## config.mk

```make
export PLATFORM = sky130hd
export DESIGN_NAME = mux41_rr_sel
export DESIGN_NICKNAME = d
export VERILOG_FILES = /design/src/rtl/mux41_rr_sel.sv
export SDC_FILE = /design/constraint.sdc
export NUM_CORES = 1
export LEC_CHECK = 0
export CORE_UTILIZATION = 45
export CTS_CLUSTER_DIAMETER = 100
export DETAILED_ROUTE_END_ITERATION = 16
export GPL_TIMING_DRIVEN = 0
export PLACE_DENSITY = 0.76
export SKIP_CTS_REPAIR_TIMING = 1
export SLEW_MARGIN = 20
export SYNTH_ARGS = -nofsm -noshare
export SYNTH_HDL_FRONTEND = slang
export SYNTH_SLANG_ARGS = --single-unit
```

## constraint.sdc

```tcl
create_clock -name clk -period 3.15 [get_ports clk]
set_input_delay 0.63 -clock clk [delete_from_list [all_inputs] [get_ports clk]]
set_output_delay 0.63 -clock clk [all_outputs]
set_load 0.02 [all_outputs]
```

## src/rtl/mux41_rr_sel.sv

```systemverilog
// Round-robin select generator for a 4:1 mux.
// Produces a registered one-hot grant and the matching sel code, held stable for the whole grant.
module mux41_rr_sel #(
  parameter int HOLD_MIN  = 2,
  parameter int GRANT_MAX = 16,
  parameter int CNT_W     = 8
) (
  input  logic             clk,
  input  logic             rst,
  input  logic [3:0]       req,
  input  logic             done,
  output logic [1:0]       sel,
  output logic [3:0]       gnt,
  output logic             busy,
  output logic             timeout,
  output logic [CNT_W-1:0] sw_cnt
);

  typedef enum logic {IDLE = 1'b0, GRANT = 1'b1} state_t;

  localparam logic [7:0] HOLD_LAST = 8'(HOLD_MIN - 1);
  localparam logic [7:0] AGE_LAST  = 8'(GRANT_MAX - 1);

  state_t           state, state_nxt;
  logic [1:0]       last_ptr, last_ptr_nxt;
  logic [7:0]       age, age_nxt;
  logic             done_pend, done_pend_nxt;
  logic [1:0]       sel_nxt;
  logic [3:0]       gnt_nxt;
  logic             busy_nxt, timeout_nxt;
  logic [CNT_W-1:0] sw_cnt_nxt;

  logic [1:0]       pick_base;
  logic [2:0]       pick_res;
  logic             pick_vld;
  logic [1:0]       pick_idx;
  logic             hold_met, rel_done, rel_wd, rel_to, release_now;

  // Round-robin search from base+1 .. base+4; the lowest offset is evaluated last so it wins.
  function automatic logic [2:0] rr_pick(input logic [3:0] r, input logic [1:0] base);
    logic [2:0] res;
    logic [1:0] idx;
    res = 3'b000;
    for (int k = 4; k >= 1; k--) begin
      idx = base + 2'(k);
      if (r[idx]) begin
        res = {1'b1, idx};
      end else begin
        res = res;
      end
    end
    return res;
  endfunction

  // During a grant the pointer that matters is the channel about to be released.
  assign pick_base   = (state == GRANT) ? sel : last_ptr;
  assign pick_res    = rr_pick(req, pick_base);
  assign pick_vld    = pick_res[2];
  assign pick_idx    = pick_res[1:0];

  assign hold_met    = (age >= HOLD_LAST);
  assign rel_done    = done | done_pend;
  assign rel_wd      = ~req[sel];
  assign rel_to      = (age == AGE_LAST);
  assign release_now = hold_met & (rel_done | rel_wd | rel_to);

  // State and output registers.
  always_ff @(posedge clk or posedge rst) begin
    if (rst) begin
      state     <= IDLE;
      sel       <= 2'd0;
      gnt       <= 4'b0000;
      busy      <= 1'b0;
      timeout   <= 1'b0;
      sw_cnt    <= '0;
      last_ptr  <= 2'd3;
      age       <= 8'd0;
      done_pend <= 1'b0;
    end else begin
      state     <= state_nxt;
      sel       <= sel_nxt;
      gnt       <= gnt_nxt;
      busy      <= busy_nxt;
      timeout   <= timeout_nxt;
      sw_cnt    <= sw_cnt_nxt;
      last_ptr  <= last_ptr_nxt;
      age       <= age_nxt;
      done_pend <= done_pend_nxt;
    end
  end

  // Next-state and next-output logic.
  always_comb begin
    state_nxt     = state;
    sel_nxt       = sel;
    gnt_nxt       = gnt;
    busy_nxt      = busy;
    timeout_nxt   = 1'b0;
    sw_cnt_nxt    = sw_cnt;
    last_ptr_nxt  = last_ptr;
    age_nxt       = age;
    done_pend_nxt = done_pend;

    case (state)
      IDLE: begin
        if (pick_vld) begin
          state_nxt  = GRANT;
          sel_nxt    = pick_idx;
          gnt_nxt    = 4'b0001 << pick_idx;
          busy_nxt   = 1'b1;
          age_nxt    = 8'd0;
          sw_cnt_nxt = sw_cnt + CNT_W'(1);
        end else begin
          done_pend_nxt = 1'b0;
        end
      end
      GRANT: begin
        if (release_now) begin
          // Timeout only flags a release that nothing else explains.
          timeout_nxt   = ~rel_done & ~rel_wd;
          last_ptr_nxt  = sel;
          done_pend_nxt = 1'b0;
          if (pick_vld) begin
            sel_nxt    = pick_idx;
            gnt_nxt    = 4'b0001 << pick_idx;
            age_nxt    = 8'd0;
            sw_cnt_nxt = sw_cnt + CNT_W'(1);
          end else begin
            state_nxt = IDLE;
            gnt_nxt   = 4'b0000;
            busy_nxt  = 1'b0;
            age_nxt   = 8'd0;
          end
        end else begin
          age_nxt = (age == 8'hFF) ? age : age + 8'd1;
          if (done) begin
            done_pend_nxt = 1'b1;
          end else begin
            done_pend_nxt = done_pend;
          end
        end
      end
      default: begin
        state_nxt     = IDLE;
        gnt_nxt       = 4'b0000;
        busy_nxt      = 1'b0;
        done_pend_nxt = 1'b0;
      end
    endcase
  end

endmodule

```

==> run summary <==
GRT overflow - 0
# fillers - 306
WL/cell - 14.5 µm
commonest non-fill, non-tap cell in the layout - dfrtp_1
end of the critical path - age[0]
Post-Syn Area - 1640 µm²
Final setup viols - 0
placed inst area - 1910 µm²
Crit path max-delay family - buffers and inverters
status - completed
Post-synth ARST share - 1.00
Reg clk slew, reported paths - 0.15 ns
port bufs - 22
Reg-to-Reg End - gnt[2]
top cell type's share of synthesized area - 0.398
ys flop type - dfrtp_1
Worst-Margin Slew - 0.706 ns
vias per cell - 5.76
most frequent cells in the layout - 26 x dfrtp_1, 22 x clkdlybuf4s50_1, 12 x nand3_1, 12 x nand2_1, 9 x nor2_1
Setup CP Type - input pin to flop
Die ar. - 3880 µm²
Clock Skew - 0.00116 ns
Seq/Total Area, Yosys - 0.430
critical path's slowest cell - nor4_1
multi-input logic area - 867 µm²
leading area contributor after synthesis - dfrtp_1
MaxCap Viol Count - 0
number of flops mapped to enable cells by yosys - 0
first-pass GRT wire length - 6020 µm
library cells used by synthesis - 51
DRC Markers - 0
Clock Latency Late Sink - 0.33 ns
worst path bufs/invs - 2
Max Slew Vio Count - 0
RSZ-0062 raised after global routing - no
nets - 202
final wirelength - 3390 µm
io pins - 23
worst hold path class - flop to flop
peak supply drop - 489 µV
CP endpoint kind - flop
CTS root buf - clkbuf_4
Crit path largest cell delay - 0.66 ns
# H-tree levels - 1
Area Overhead vs Synth - 20.2%
via count - 1347
Stages on worst setup path - 6
die height - 62.3 µm
fin area - 1970 µm²
Ys Warns - 0
Sequential Area - 703 µm²
Post-Syn Nets - 175
Startpoint Class - input pin
buffer depth of the longest clock path - 2
Final Cycle Share - 0.836
Syn Inst Count - 162
worst r2r path cells - 7
FP Rows - 21
Worst R2R Start - age[0]
die extent in x - 62.3 µm
final setup TNS - 0 ns
Num Clock Sinks - 28
Initial Util - 0.479
core area - 3420 µm²
Synth Area per Inst - 10.1 µm²
crit path DAT - 2.88 ns
GRT Util Overall - 0.194
DRT iter0 DRCs - 150
number of global-route vias before repair - 1367
Critical Path RT - 3.39 ns
ratio of cells with drive above 1 in the final layout - 0.117
PwrDens - 937 nW/µm²
Peak Freq - 380 MHz
final-report hold violation count - 0
cts bufs inserted - 3
TritonCTS clock tree - built
drt pass-1 iters - 4
DP Wirelength - 2600 µm
ANT nets after route - 0
FF+latch count, synth - 28
initial antenna violation count - 0
crit-path max FO - 10
crit path time final - 2.63 ns
synth top area cells - dfrtp_1 40%, ha_1 4.6%, nand3_1 3.7%
Tot Pwr - 1.84 mW
Worst R2R Setup Slack - 0.91 ns
n_diodes - 0
largest net degree at the start of global routing - 29
routability congestion estimate - 0.898
crit path launch - req[1]
crit-path cells - clkdlybuf4s50_1 > nor4_1 > ha_1 > clkbuf_1 > nor3_1 > mux2_2
Slew headroom - 0.525
Leak Pwr - 0.842 nW
## sequential cells by signal, summed over array words and instances (netlist names)
signal / flops
age: 8
sw_cnt: 8
done_pend: 1
state: 1
gnt: 4
last_ptr: 2
timeout: 1
busy: 1
sel: 2
## synth_stat cells, types with 3 or more instances
library cell / number
a21oi_1: 6
a22o_1: 4
and3_1: 3
dfrtp_1: 26
ha_1: 6
inv_1: 7
mux2_2: 4
mux2i_1: 3
nand2_1: 12
nand3_1: 12
nor2_1: 9
nor3_1: 8
nor4_1: 3
o21ai_0: 5
xor2_1: 6
## routing by layer
metal | track usage | up-vias | part of all wire
li1 | - | 657 | -
met1 | 0.238 | 642 | 0.46
met2 | 0.328 | 34 | 0.48
met3 | 0.0239 | 14 | 0.021
met4 | 0.110 | 0 | 0.036
met5 | 0 | - | 0
## cell type report
class	instances	area share
buffer	5	0.0178
clock buffer	3	0.0115
clock inverter	1	0.0153
inverter	8	0.0153
multi-input combinational	121	0.441
sequential	28	0.358
tap	46	0.0293
timing repair buffer	22	0.112
## where the power goes
group | leakage, nW | internal [mW] | switching [mW] | total (mW)
Sequential | 0.349 | 0.496 | 0.113 | 0.609
Clock | 0.0279 | 0.129 | 0.111 | 0.240
Combinational | 0.465 | 0.472 | 0.521 | 0.993
Total | 0.842 | 1.10 | 0.745 | 1.84
## kinds of logic (layout without fill, tap and decap cells)
kind of cell / Yosys count / count (layout) / synth area share
mux: 7 / 7 / 0.0459
buf+inv: 13 / 39 / 0.0398
fa+ha+maj: 6 / 6 / 0.0459
flops: 28 / 28 / 0.430
compound gates: 39 / 39 / 0.197
xor+xnor: 7 / 7 / 0.0375
simple gates: 62 / 62 / 0.204
## per-stage QoR
step	util	setup WS (ns)	instances	hold slack [ns]
floorplan	-	1.05	162	0.500
global placement	0.560	0.217	230	0.462
detailed placement	0.560	0.174	230	0.460
CTS	0.575	0.535	234	0.484
global route	0.575	0.395	234	0.507
finish	0.575	0.516	234	0.479
## worst min path at each step
stage	from	endpoint	slack [ns]	depth (start not counted)
2_1_floorplan	done_pend	done_pend	0.50	2
3_3_place_gp	sw_cnt[7]	sw_cnt[7]	0.46	1
3_5_place_dp	sw_cnt[7]	sw_cnt[7]	0.46	1
4_1_cts	sw_cnt[7]	sw_cnt[7]	0.48	1
5_1_grt	sw_cnt[7]	sw_cnt[7]	0.51	1
6_report	sw_cnt[7]	sw_cnt[7]	0.48	1
(Power assumes the default switching activity.)
